### src/rtl/riscv_div_unit.sv
`default_nettype none
// ============================================================================
//  Module   : riscv_div_unit
//  Purpose  : Iterative restoring divider for RV32M DIV/DIVU/REM/REMU.
//             One quotient bit per clock. Divide-by-zero and signed overflow
//             finish early with the architecturally defined values.
//  Ports    : clk, rst_n (async active-low)
//             start, op[1:0] (funct3[1:0]), dividend, divisor, flush
//             busy (state != IDLE), done (one-cycle pulse), result (registered)
//  Revision : 1.0  initial release
// ============================================================================
module riscv_div_unit #(
    parameter int WIDTH = 32,
    parameter int CNT_W = 6
) (
    input  logic             clk,
    input  logic             rst_n,
    input  logic             start,
    input  logic [1:0]       op,
    input  logic [WIDTH-1:0] dividend,
    input  logic [WIDTH-1:0] divisor,
    input  logic             flush,
    output logic             busy,
    output logic             done,
    output logic [WIDTH-1:0] result
);

    typedef enum logic [1:0] {
        S_IDLE = 2'd0,
        S_CALC = 2'd1,
        S_FIX  = 2'd2,
        S_DONE = 2'd3
    } state_t;

    localparam logic [WIDTH-1:0] c_min      = {1'b1, {(WIDTH-1){1'b0}}};
    localparam logic [WIDTH-1:0] c_ones     = {WIDTH{1'b1}};
    localparam logic [CNT_W-1:0] c_cnt_init = CNT_W'(WIDTH-1);

    state_t           r_state;
    state_t           w_state_nxt;
    logic [WIDTH-1:0] r_rem;
    logic [WIDTH-1:0] r_quo;
    logic [WIDTH-1:0] r_dvs;
    logic [CNT_W-1:0] r_cnt;
    logic             r_is_rem;
    logic             r_qneg;
    logic             r_rneg;
    logic [WIDTH-1:0] r_result;

    // Operand decode at the accepting edge. op[0]=0 selects the signed ops.
    logic             w_accept;
    logic             w_signed;
    logic             w_div0;
    logic             w_ovf;
    logic [WIDTH-1:0] w_dvd_abs;
    logic [WIDTH-1:0] w_dvs_abs;

    assign w_accept  = (r_state == S_IDLE) && start && !flush;
    assign w_signed  = ~op[0];
    assign w_div0    = (divisor == '0);
    assign w_ovf     = w_signed && (dividend == c_min) && (divisor == c_ones);
    assign w_dvd_abs = (w_signed && dividend[WIDTH-1]) ? (~dividend + 1'b1) : dividend;
    assign w_dvs_abs = (w_signed && divisor[WIDTH-1])  ? (~divisor + 1'b1)  : divisor;

    // Restoring step: shift {rem, quo} left one bit, then trial-subtract the
    // divisor on a WIDTH+1 bit remainder. The borrow bit decides the result.
    logic [WIDTH:0]   w_shift;
    logic [WIDTH:0]   w_diff;
    logic             w_ge;

    assign w_shift = {r_rem, r_quo[WIDTH-1]};
    assign w_diff  = w_shift - {1'b0, r_dvs};
    assign w_ge    = ~w_diff[WIDTH];

    // Sign fix-up applied in the FIX cycle.
    logic [WIDTH-1:0] w_quo_fix;
    logic [WIDTH-1:0] w_rem_fix;

    assign w_quo_fix = r_qneg ? (~r_quo + 1'b1) : r_quo;
    assign w_rem_fix = r_rneg ? (~r_rem + 1'b1) : r_rem;

    // ------------------------------------------------------------------------
    // State register
    // ------------------------------------------------------------------------
    always_ff @(posedge clk or negedge rst_n) begin
        if (!rst_n) begin
            r_state <= S_IDLE;
        end else begin
            r_state <= w_state_nxt;
        end
    end

    // ------------------------------------------------------------------------
    // Next state and status outputs
    // ------------------------------------------------------------------------
    always_comb begin
        w_state_nxt = r_state;
        busy        = (r_state != S_IDLE);
        done        = (r_state == S_DONE);
        case (r_state)
            S_IDLE: begin
                if (w_accept) begin
                    w_state_nxt = (w_div0 || w_ovf) ? S_DONE : S_CALC;
                end
            end
            S_CALC: begin
                if (flush) begin
                    w_state_nxt = S_IDLE;
                end else if (r_cnt == '0) begin
                    w_state_nxt = S_FIX;
                end
            end
            S_FIX: begin
                w_state_nxt = flush ? S_IDLE : S_DONE;
            end
            S_DONE: begin
                w_state_nxt = S_IDLE;
            end
            default: begin
                w_state_nxt = S_IDLE;
            end
        endcase
    end

    // ------------------------------------------------------------------------
    // Datapath. result is only written on an early-out accept or in an
    // unflushed FIX cycle, so a flushed operation leaves it untouched.
    // ------------------------------------------------------------------------
    always_ff @(posedge clk or negedge rst_n) begin
        if (!rst_n) begin
            r_rem    <= '0;
            r_quo    <= '0;
            r_dvs    <= '0;
            r_cnt    <= '0;
            r_is_rem <= 1'b0;
            r_qneg   <= 1'b0;
            r_rneg   <= 1'b0;
            r_result <= '0;
        end else begin
            case (r_state)
                S_IDLE: begin
                    if (w_accept) begin
                        r_is_rem <= op[1];
                        if (w_div0) begin
                            r_result <= op[1] ? dividend : c_ones;
                        end else if (w_ovf) begin
                            r_result <= op[1] ? '0 : c_min;
                        end else begin
                            r_rem  <= '0;
                            r_quo  <= w_dvd_abs;
                            r_dvs  <= w_dvs_abs;
                            r_cnt  <= c_cnt_init;
                            r_qneg <= w_signed && (dividend[WIDTH-1] ^ divisor[WIDTH-1]);
                            r_rneg <= w_signed && dividend[WIDTH-1];
                        end
                    end
                end
                S_CALC: begin
                    r_rem <= w_ge ? w_diff[WIDTH-1:0] : w_shift[WIDTH-1:0];
                    r_quo <= {r_quo[WIDTH-2:0], w_ge};
                    r_cnt <= r_cnt - 1'b1;
                end
                S_FIX: begin
                    if (!flush) begin
                        r_result <= r_is_rem ? w_rem_fix : w_quo_fix;
                    end
                end
                default: begin
                end
            endcase
        end
    end

    assign result = r_result;

endmodule
`default_nettype wire

### config.mk
export PLATFORM = sky130hd
export DESIGN_NAME = riscv_div_unit
export DESIGN_NICKNAME = d
export VERILOG_FILES = /design/src/rtl/riscv_div_unit.sv
export SDC_FILE = /design/constraint.sdc
export NUM_CORES = 1
export LEC_CHECK = 0
export CORE_MARGIN = 3
export CORE_UTILIZATION = 59
export CTS_BUF_LIST = sky130_fd_sc_hd__clkbuf_16
export DETAILED_ROUTE_END_ITERATION = 10
export GPL_TIMING_DRIVEN = 0
export PLACE_DENSITY = 0.82
export REMOVE_ABC_BUFFERS = 1
export SYNTH_ARGS = -nofsm -noshare
export SYNTH_HDL_FRONTEND = slang
export SYNTH_SLANG_ARGS = --single-unit
export TNS_END_PERCENT = 1
### constraint.sdc
create_clock -name clk -period 4.3 [get_ports clk]
set_input_delay 0.86 -clock clk [delete_from_list [all_inputs] [get_ports clk]]
set_output_delay 0.86 -clock clk [all_outputs]
set_load 0.02 [all_outputs]
==> results of run 1 <==
## registers in the layout (all words and copies together), names as in the netlist
name / cells
r_dvs: 32
r_quo: 32
r_rem: 32
result: 32
r_cnt: 6
r_state: 2
r_is_rem: 1
r_qneg: 1
r_rneg: 1
## cells in the mapped netlist (11+ instances only)
library cell	count	share of area [%]
xor2_1	59	4.8
nand2b_1	15	0.88
o21ai_0	146	6.8
dfrtp_1	139	33
nand2_1	154	5.4
o41ai_1	15	1.2
nand4_1	13	0.76
a21o_1	11	0.77
mux2i_1	28	2.6
o31ai_1	32	2.3
nor2b_1	12	0.70
a222oi_1	21	2.0
clkbuf_1	62	2.2
inv_1	77	2.7
o211ai_1	20	1.4
nand3_1	15	0.70
a21oi_1	52	2.4
or4_1	15	1.1
ha_1	39	4.6
a31oi_1	16	0.94
nor2_1	69	2.4
nor3_1	27	1.3
xnor2_1	89	7.3
## worst paths after layout
| kind | start | endpoint | cells after the start | slack, ns |
|---|---|---|---|---|
| worst max-delay path | dividend[24] | result[1]$_DFFE_PN0P_ | 9 | 0.08 |
| worst min-delay path | rst_n | r_cnt[3]$_DFFE_PN0P_ | 1 | 0.42 |
| worst max register to register | r_quo[31]$_DFFE_PN0P_ | r_rem[24]$_DFFE_PN0P_ | 12 | 0.44 |
| worst min register to register | result[26]$_DFFE_PN0P_ | result[26]$_DFFE_PN0P_ | 1 | 0.47 |
| max in group asynchronous | rst_n | result[21]$_DFFE_PN0P_ | 2 | 3.09 |
| min in group clk | result[26]$_DFFE_PN0P_ | result[26]$_DFFE_PN0P_ | 1 | 0.47 |
## layout make-up
cell class | instances | area, sq um
Multi-Input combinational cell | 1000 | 6670
Fill cell | 1348 | 5020
Tap cell | 225 | 282
Sequential cell | 139 | 3480
Inverter | 77 | 289
Clock buffer | 17 | 425
Timing Repair Buffer | 107 | 1130
Clock inverter | 13 | 186
## power groups by stage
stage	clock network, mW	registers (mW)	logic [mW]
3_3_place_gp	0	1.99	2.97
6_report	1.54	2.00	3.14
5_1_grt	1.61	2.05	3.50
4_1_cts	1.55	1.99	3.11
3_5_place_dp	0	2.01	3.05
2_1_floorplan	0	1.92	2.37
## placed cells by master (no fill, tap or decap), types with 9 or more instances in the layout
| master | synthesis | final |
|---|---|---|
| nor2_1 | 69 | 69 |
| clkbuf_16 | 0 | 17 |
| a22oi_1 | 10 | 10 |
| ha_1 | 39 | 39 |
| inv_1 | 77 | 81 |
| or3_1 | 10 | 9 |
| nand2_1 | 154 | 154 |
| or4_1 | 15 | 15 |
| a21o_1 | 11 | 11 |
| dfrtp_1 | 139 | 139 |
| nand2b_1 | 15 | 13 |
| a21oi_1 | 52 | 52 |
| nor2b_1 | 12 | 10 |
| nor3_1 | 27 | 27 |
| xor2_1 | 59 | 59 |
| o21ai_0 | 146 | 146 |
| nand3_1 | 15 | 15 |
| o22ai_1 | 10 | 10 |
| a222oi_1 | 21 | 21 |
| mux2i_1 | 28 | 28 |
| nand4_1 | 13 | 13 |
| o211ai_1 | 20 | 20 |
| a31oi_1 | 16 | 16 |
| xnor2_1 | 89 | 89 |
| clkdlybuf4s50_1 | 0 | 102 |
| o41ai_1 | 15 | 15 |
| o31ai_1 | 32 | 32 |
## layer usage
layer | part of all wire, % | GRT usage, % | vias up | wire (um)
met4 | 2.2 | 9.79 | 0 | 630
met5 | 0 | 0 | - | 0
met2 | 45 | 45.6 | 486 | 13000
met1 | 44 | 41.0 | 4630 | 12600
met3 | 8.2 | 4.81 | 65 | 2330
li1 | - | - | 4785 | -
## stage by stage
step,setup TNS [ns],instances,hold WS [ns],util (%)
5_1_grt,-0.0306,1578,0.472,71.3
3_5_place_dp,-45.09,1548,0.466,67.5
6_report,0,1578,0.422,71.3
3_3_place_gp,-623.78,1544,0.460,66.8
4_1_cts,0,1578,0.447,71.2
2_1_floorplan,0,1216,0.450,-
## logic make-up (layout without fill, tap and decap cells)
| logic type | count (synthesis) | after routing |
|---|---|---|
| AO/OA/AOI/OAI | 402 | 402 |
| adder cells (fa/ha/maj) | 40 | 40 |
| buffers and inverters | 148 | 214 |
| AND/OR/NAND/NOR | 381 | 381 |
| flip-flops | 139 | 139 |
| XOR/XNOR | 148 | 148 |
| multiplexers | 29 | 29 |
==> key figures, run 1 <==
Timing
  – Final number of max-transition violations: 0
  – Final worst-path cycle share: 98.2%
  – Clock skew: 0.00907 ns
  – Final setup vio count: 0
  – RSZ-0062 raised after global routing: yes
  – Slew HR: 4.26%
  – FMAX: 237 MHz
  – Post-route setup slack: 0.0784 ns
  – Final hold vios: 0
  – Minimum clock period: 4.22 ns
  – Measured slew at the worst slew-check pin: 1.43 ns

Power and ir drop
  – Total chip power: 6.69 mW
  – Flop pwr share: 30.0%
  – Sw power: 2.67 mW
  – Leak Pwr: 5.22 nW
  – Logic pwr share: 46.9%
  – Clock share of power: 23.1%
  – VDD IR max: 325 uV
  – Pwr per Cell Area: 537 nW/um^2
  – Cell Int Power: 4.02 mW
  – Switching part of the total: 40.0%

Finish
  – Final net count: 1452
  – Cell area after layout: 12500 sq um
  – Synth-to-Final Area Change: 16.6%
  – Share of cells above drive strength 1: 4.66%
  – Ant diodes: 0

Clock network
  – Number of setup buffers added after CTS: 0
  – Root Buffer: clkbuf_16
  – Num CTS Buffers: 17
  – Clk buf depth: 2
  – Clock Latency Late Sink: 0.43 ns
  – Sink Count: 139
  – # resized after CTS: 8
  – CTS tree: built
  – CTS clk-pin slew, worst paths: 0.06 ns
  – CTS Hold Bufs: 0
  – H-tree levels: 4

Placed design
  – Dpl cell area: 11800 sq um
  – PortBufs: 103
  – Setup slack at placement: -0.793 ns
  – DP HPWL: 20.3 mm
  – Routability cong.: 0.957

Synthesis
  – Simple-Gate Fraction of Synth Area: 17.5%
  – Register area share after synthesis: 32.6%
  – Post-synth ARST share: 100%
  – Syn Area/Cell: 8.30 sq um
  – Synth Area in Compound Gates: 24.7%
  – Main synth FF type: dfrtp_1
  – YS warnings: 0
  – Netlist cell types: 72
  – Synth Cell Area: 10700 sq um
  – Multiplexer share of the synthesized area: 2.73%
  – Cell count after synthesis: 1287
  – Post-synthesis adder-cell area fraction: 4.76%
  – XOR/XNOR Fraction of Synth Area: 12.1%
  – EDFF count, synth: 0
  – Main combinational cell family by area after synthesis: compound AO/OA/AOI/OAI gates
  – Synth Register Bits: 139

GRT
  – Largest net degree at the start of global routing: 75
  – First-pass GRT wire length: 47.1 mm
  – Grt ovf: 0
  – Initial antenna violation count: 0
  – Total track usage: 29.0%
  – Vias in the first global route: 9371

Die
  – Row cnt: 48
  – Ports: 104
  – Die Y: 141 um
  – Core area: 17500 sq um
  – Full die area: 19700 sq um
  – Die X: 141 um
  – Initial Utilization: 61.1%

Drt
  – Routed WL: 28.6 mm
  – DR WL/cell: 18.1 um
  – TritonRoute pass-1 iters: 8
  – Drt drc: 0
  – Vias: 9966
  – First DRT Iteration DRCs: 1266
  – Antenna Nets Post-Route: 0
  – Vias per std cell: 6.32

Run status
  – Status: finished clean

Worst setup path
  – Sum of buffers and inverters on the critical path: 1
  – Top delay family on crit path: simple AND/OR/NAND/NOR gates
  – Cell chain of the critical path: clkdlybuf4s50_1 -> or4_1 -> nor4b_1 -> nand4_1 -> o21ai_2 -> a21oi_1 -> or3_4 -> a221oi_1 -> nor2_1
  – WS Path Type: primary input to flip-flop
  – CP max stage cell: or4_1
  – Critical path endpoint category: flip-flop
  – CP peak stage delay: 0.61 ns
  – Setup crit start kind: primary input
  – Crit path DAT: 4.53 ns
  – Crit path max fanout: 29
  – Data required, critical path: 4.61 ns

Run
  – Max-Cap Viols: 0

Worst hold path
  – HP Class: primary input to async pin
No activity file was read; power rests on OpenSTA's default activity.
==> run 2: changes to the inputs <==
DONT_BUFFER_PORTS = 1   (was not set)
GPL_TIMING_DRIVEN = not set   (was 0)
PLACE_DENSITY = 0.78   (was 0.82)
clock period = 3.5 ns   (was 4.3 ns; I/O delays follow)
==> run 2 against run 1 <==
The run now ends with negative hold slack left; sequential cell count is the same; combinational power grew 21%; clock skew barely moved; non-clock buffer count shrank 62; critical path type is now flip-flop to flip-flop; largest cell class unchanged.
==> key figures, run 2 (synthesis gave the netlist of run 1 again) <==
Finish
  – Cell area after layout: 11500 sq um (-7.7%)
  – Final Non-Filler Cells: 1515 (-4.0%)
  – Ant diodes: 0 (unchanged)
  – Filler cell count: 1488 (+10%)
  – Most frequent cells in the layout: 154 x nand2_1, 145 x o21ai_0, 139 x dfrtp_1
  – Share of cells above drive strength 1: 7.05% (+2.4 points)
  – Commonest non-fill, non-tap cell in the layout: nand2_1
  – Final Util: 65.8% (-5.5 points)
  – Final net count: 1390 (-4.3%)
  – Synth-to-Final Area Change: 7.66%

Clock network
  – Sink Count: 139 (unchanged)
  – Num CTS Buffers: 17 (unchanged)
  – H-tree levels: 4 (unchanged)
  – CTS tree: built
  – Number of setup buffers added after CTS: 0 (unchanged)
  – Clock Latency Late Sink: 0.43 ns (about the same)
  – CTS clk-pin slew, worst paths: 0.06 ns (about the same)
  – Clk buf depth: 2 (unchanged)
  – Root Buffer: clkbuf_16

Timing
  – Final setup vio count: 0 (unchanged)
  – RSZ-0062 raised after global routing: no
  – Slew HR: 35.6% (+31 points)
  – Minimum clock period: 3.38 ns
  – Final hold vios: 84 (+84)
  – Final worst-path cycle share: 96.5%
  – Post-route setup slack: 0.123 ns (+0.0450 ns)
  – Final number of max-transition violations: 0 (unchanged)
  – Final setup TNS: 0 ns (unchanged)
  – Measured slew at the worst slew-check pin: 0.965 ns (-0.468 ns)
  – Hold_ws: -0.0295 ns (-0.452 ns)
  – FMAX: 296 MHz
  – Clock skew: 0.00875 ns (-0.000321 ns)

GRT
  – First-pass GRT wire length: 45.7 mm (-3.0%)
  – Grt ovf: 0 (unchanged)
  – Initial antenna violation count: 0 (unchanged)
  – Total track usage: 28.3% (-0.72 points)
  – Vias in the first global route: 9007 (-3.9%)
  – Largest net degree at the start of global routing: 140 (+87%)

Worst setup path
  – Data required, critical path: 3.82 ns (-0.79 ns)
  – Crit path max fanout: 5 (-83%)
  – Critical path endpoint category: flip-flop
  – Setup crit start kind: flip-flop
  – WS Path Type: flip-flop to flip-flop
  – Crit path DAT: 3.69 ns (-0.84 ns)

Die
  – Initial Utilization: 61.1% (unchanged)
  – Ports: 104 (unchanged)
  – Die X: 141 um (unchanged)
  – Row cnt: 48 (unchanged)
  – Core area: 17500 sq um (unchanged)
  – Full die area: 19700 sq um (unchanged)
  – Die Y: 141 um (unchanged)

Placed design
  – PortBufs: 0 (-100%)
  – DP HPWL: 20.6 mm (+1.7%)
  – Dpl cell area: 11000 sq um (-6.6%)
  – Routability cong.: 0.899 (-6.1%)
  – Cells after DPL: 1486 (-4.0%)
  – Setup slack at placement: 0.109 ns (+0.902 ns)

Power and ir drop
  – Total chip power: 7.74 mW (+16%)
  – Leak Pwr: 4.95 nW (-5.3%)
  – Pwr per Cell Area: 674 nW/um^2 (+25%)
  – VDD IR max: 347 uV (+6.8%)

Drt
  – Vias: 9565 (-4.0%)
  – Drt drc: 0 (unchanged)
  – First DRT Iteration DRCs: 1017 (-20%)
  – Antenna Nets Post-Route: 0 (unchanged)
  – Vias per std cell: 6.31 (about the same)
  – DR WL/cell: 18.3 um (+1.4%)
  – Routed WL: 27.8 mm (-2.7%)
  – TritonRoute pass-1 iters: 6 (-2)

Run status
  – Failing checks: negative hold slack
  – Status: finished, violations left

Worst hold path
  – HP Class: primary input to async pin

Run
  – Max-Cap Viols: 0 (unchanged)
-- run 2: cell types whose count changed in the layout (fill, tap and decap cells not counted), sizes merged --
cell           previous run  this run
clkinv                    3         8
bufinv                    5         0
clkinvlp                  1         0
buf                       5        45
clkdlybuf4s50           102         0
-- run 2: layout make-up --
class | count | area [sq um] | area share, %
Timing Repair Buffer | 45 | 350 | 3.05
Tap cell | 225 | 282 | 2.45
Multi-Input combinational cell | 1000 | 6620 | 57.6
Sequential cell | 139 | 3480 | 30.3
Clock inverter | 12 | 46.3 | 0.403
Clock buffer | 17 | 425 | 3.70
Inverter | 77 | 289 | 2.51
-- run 2: worst paths after layout --
path	end	slack, ns	depth (start not counted)	from
max reg2reg	result[26]$_DFFE_PN0P_	0.12	10	r_quo[0]$_DFFE_PN0P_
min reg2reg	r_dvs[5]$_DFFE_PN0P_	0.48	2	r_dvs[5]$_DFFE_PN0P_
min in group clk	r_state[0]$_DFFE_PN0P_	0.33	1	flush
max in group asynchronous	r_quo[10]$_DFFE_PN0P_	3.34	0	rst_n
min	r_quo[5]$_DFFE_PN0P_	-0.03	0	rst_n
max	result[26]$_DFFE_PN0P_	0.12	10	r_quo[0]$_DFFE_PN0P_
-- run 2: critical path, stage by stage (launching register included) --
cell and delay (ns):
dfrtp_1 0.42, inv_1 0.09, ha_1 0.15, or3b_2 0.50
or4_4 0.55, or3_4 0.41, or4_4 0.46, o31ai_2 0.22
xor2_1 0.21, a221oi_2 0.09, a21o_1 0.17
-- run 2: metal layers --
| layer | part of all wire, % | wire length [um] | track usage (%) | up-vias |
|---|---|---|---|---|
| li1 | - | - | - | 4660 |
| met1 | 45 | 12500 | 39.8 | 4408 |
| met2 | 45 | 12400 | 43.6 | 443 |
| met3 | 8.0 | 2220 | 6.62 | 54 |
| met4 | 2.2 | 604 | 8.57 | 0 |
| met5 | 0 | 0 | 0 | - |
-- run 2: what timing repair did --
item | 4_1_cts | 5_1_grt
hold endpoints to repair | 139 | 139
gates resized for setup | 0 | 3
setup endpoints to repair | 0 | 4
-- run 2: report_power, final --
group          leakage (nW)  switching, mW  internal (mW)
Sequential             1.77          0.492           1.95
Combinational          2.93           2.06           1.75
Clock                 0.246          0.638          0.859
Total                  4.95           3.19           4.56
==> RTL edit 1: new RTL, config.mk and constraints of run 2 <==
Put one more register stage on the output `result`. The value now appears one clock later. The other outputs are not delayed to match. Comments in the files are not updated.
--- a/src/rtl/riscv_div_unit.sv
+++ b/src/rtl/riscv_div_unit.sv
@@ -172,5 +172,7 @@
     end
 
-    assign result = r_result;
+    always_ff @(posedge clk) begin
+        result <= r_result;
+    end
 
 endmodule
Function: changed (a bounded check fails within 4 cycles, from zero or initial values and one cycle with rst_n low).
==> RTL edit 1 against run 2 <==
- worst hold slack worse by 0.014 ns
- cell area is 12% higher
- sequential share of layout area is 1.9 points higher
- power is 18% higher
- area after synthesis is 8.4% higher
- sequential cell count is 32 higher
- critical path type unchanged
- combinational power is 14% higher
- setup slack better by 0.074 ns
- maximum frequency is 2.2% higher
- sequential power is 14% higher
- count of clock-buffer cells in the layout stayed put
- routed wire length is 10% higher
- the flow still finishes with violations (hold timing)
==> RTL edit 1: results (changes against run 2) <==
- Detailed placement HPWL: 22300 um (+8.1%)
- Violations in the final reports: hold timing
- Reg2reg setup slack: 0.20 ns (+0.07 ns)
- Syn Area/Cell: 8.16 um2 (-1.6%)
- Vias in the first global route: 9774 (+8.5%)
- P_seq: 2790 uW (+14%)
- Final WL: 30600 um (+10%)
- Post-synth top cells: nand2_1 (179), o21ai_0 (164), dfrtp_1 (139), a21oi_1 (117), nor2_1 (107)
- Fmax: 303 MHz (+2.2%)
- Area of the multi-input gates: 0.00693 mm2 (+4.6%)
- Status: complete, but fails checks
- Post-CTS sizing: 3 (+3)
- Postcts setup bufs: 2 (+2)
- DR pass1 iterations: 5 (-1)
- P_comb: 4360 uW (+14%)
- FF-to-FF path depth: 11 (+1)
- First-pass GRT wire length: 50100 um (+9.7%)
- Final Hold Viols: 124 (+48%)
- Dpl cells: 1664 (+12%)
- Dpl cell area: 0.0122 mm2 (+10%)
- Distinct cells, synth: 68 (-5.6%)
- Synth top area cells: dfrtp_1 (30%), o21ai_0 (7.1%), xnor2_1 (5.9%)
- Met1 Use GR: 0.392 (-0.00566)
- Slew @ Worst Pin: 1.03 ns (+0.0689 ns)
- Met1 Wirelength: 13200 um (+5.1%)
- Routed wl met2: 14300 um (+15%)
- Area of the die: 0.0213 mm2 (+8.1%)
- Clock skew: 0.00736 ns (-0.00139 ns)
- Metal3 WL: 2440 um (+10%)
- GRT Overall Usage: 0.286 (+0.00276)
- Arr. time, crit path: 3.67 ns (-0.02 ns)
- Critical path peak fanout: 4 (-1)
- R2r endpoint: r_result[30]
- FF+latch count, synth: 171 (+23%)
- Static Leak: 0.00550 uW (+11%)
- Non-clock buffering overhead: 0.0475 (+0.0170)
- Sequential Power Share: 0.306 (-0.009)
- Post-synthesis sequential area ratio: 0.356 (+0.0300)
- Ratio of cells with drive above 1 in the final layout: 0.0939 (+0.0233)
- Sw Pwr: 3730 uW (+17%)
- Seq/total area: 0.321 (+0.0186)
- Peak VDD IR: 431 uV (+24%)
- Met3 usage: 0.0546 (-0.0116)
- Placer Congestion: 0.919 (+2.2%)
- Hold slack: -0.0437 ns (-0.0142 ns)
- Non-clk invs: 60 (-22%)
- Met2 Track Usage GR: 0.467 (+0.0308)
- Buffers, non-clock: 69 (+53%)
==> RTL edit 1: cell types whose count changed after synthesis, moves of 16 or more <==
cell             run 2  this run
dfxtp_1              0        32
o21ai_0            146       164
inv_1               77        60
a21oi_1             52       117
nand2_1            154       179
a222oi_1            21         0
nor2_1              69       107
nand2b_1            15        31
==> RTL edit 1: kinds of logic after synthesis <==
logic type	share of synthesized area
AOI/OAI and AO/OA	0.220
and+or+nand+nor	0.188
buffers and inverters	0.0500
xor gates and xnor gates	0.112
muxes	0.0298
adders and majority gates	0.0439
DFF	0.356
==> RTL edit 1: worst max-delay path: stages (launching register included) <==
cell and delay, ns:
dfrtp_1 0.43, inv_1 0.12, ha_1 0.22, or4b_4 0.53
nor4_4 0.21, nand2_2 0.11, or4_4 0.54, or3_4 0.38
o41ai_4 0.30, xnor2_1 0.18, o22ai_2 0.10, o21ai_1 0.13
==> RTL edit 2: new RTL, settings of run 2 <==
Made on the original files. Change the parameter `CNT_W` from 6 to 4.
--- a/src/rtl/riscv_div_unit.sv
+++ b/src/rtl/riscv_div_unit.sv
@@ -12,5 +12,5 @@
 module riscv_div_unit #(
     parameter int WIDTH = 32,
-    parameter int CNT_W = 6
+    parameter int CNT_W = 4
 ) (
     input  logic             clk,
Formal check against the unedited RTL: no difference found for any inputs over 10 cycles, from zero or initial values and one cycle with rst_n low; that may be too few to reach the edited logic, so the function may still have changed.
==> RTL edit 2 against run 2 <==
- the flow still finishes with violations (hold timing)
- utilization increased by 0.75 points
- area after synthesis decreased by 0.13%
- largest cell class unchanged
- power increased by 5.3%
- cell area increased by 1.1%
- clock skew decreased by 0.0016 ns
- count of clock-buffer cells in the layout unchanged
- setup slack improved by 0.045 ns
- sequential cell count decreased by 2
- maximum frequency increased by 1.3%
- clock power increased by 18%
- routed wire length increased by 5.0%
- global-route usage increased by 1.3 points
==> RTL edit 2: results (changes against run 2) <==
- Post-synthesis sequential area ratio: 0.322 (-0.00427)
- Synth Area in Compound Gates: 0.250 (+0.00243)
- Synth top area cells: dfrtp_1 (32%), xnor2_1 (6.8%), o21ai_0 (5.6%)
- #MultiIn Comb: 992 (-0.80%)
- Post-layout instance count excluding filler cells: 1519 (+0.26%)
- Critical path's top delay family: compound AO/OA/AOI/OAI gates
- Final Hold Viols: 137 (+63%)
- Final WL: 29200 um (+5.0%)
- Slew margin rel.: 0.305 (-0.0508)
- Dpl cell area: 0.0110 mm2 (+0.11%)
- Status: complete, but fails checks
- Hold slack: -0.0335 ns (-0.00403 ns)
- Met2 Track Usage GR: 0.477 (+0.0403)
- P_comb: 4000 uW (+5%)
- Clk cell area share: 0.0499 (+0.00890)
- Max stage delay on crit path: 0.41 ns (-0.14 ns)
- GRT Overall Usage: 0.297 (+0.0135)
- Initial DRC Count: 1064 (+4.6%)
- Non-clk invs: 85 (+10%)
- Area Overhead vs Synth: 9.04%
- Seq/total area: 0.295 (-0.00772)
- Detailed-route vias per instance: 6.40 (+1.4%)
- Routed wl met2: 13300 um (+7.4%)
- CP endpoint: r_rem[8]
- Fmax: 300 MHz (+1.3%)
- Crit path launch: r_quo[31]
- Met1 Use GR: 0.407 (+0.00853)
- Detailed placement HPWL: 21300 um (+3.6%)
- Largest net degree at the start of global routing: 138 (-1.4%)
- Critical path peak fanout: 12 (+7)
- Met3 usage: 0.0608 (-0.00546)
- Clock skew: 0.00719 ns (-0.00156 ns)
- Violations in the final reports: hold timing
- P_int: 4770 uW (+4.7%)
- Vias in the first global route: 9346 (+3.8%)
- Non-clock buffering overhead: 0.0338 (+0.00331)
- R2r endpoint: r_rem[8]
- Peak VDD IR: 405 uV (+17%)
- Buffers, non-clock: 48 (+6.7%)
- FF-to-FF path depth: 13 (+3)
- Post-synth top cells: nand2_1 (150), dfrtp_1 (137), o21ai_0 (120), inv_1 (85), xnor2_1 (83)
- Post-synthesis mux area share: 0.0265 (-0.000786)
==> RTL edit 2: cell types whose count changed after synthesis, sizes merged, moves of 6 or more <==
cell | run 2 | this run
a222oi | 21 | 28
o21ai | 152 | 132
inv | 77 | 85
xnor2 | 89 | 83
a22oi | 10 | 3
a22o | 3 | 9
clkbuf | 63 | 48
o211ai | 20 | 6
buf | 8 | 26
a21oi | 52 | 79
==> RTL edit 2: worst min path at each step <==
stage / start / to
finish: rst_n / result[8]
global route: rst_n / result[8]
CTS: rst_n / result[8]
detailed placement: rst_n / result[8]
global placement: rst_n / result[8]
floorplan: rst_n / r_cnt[0]
==> RTL edit 2: metrics by stage <==
| step | power, uW | TNS, ns |
|---|---|---|
| after floorplan | 5240 | -97.42 |
| after global placement | 6200 | 0 |
| after detailed placement | 6280 | 0 |
| after CTS | 8090 | 0 |
| after global routing | 8730 | 0 |
| final | 8150 | 0 |
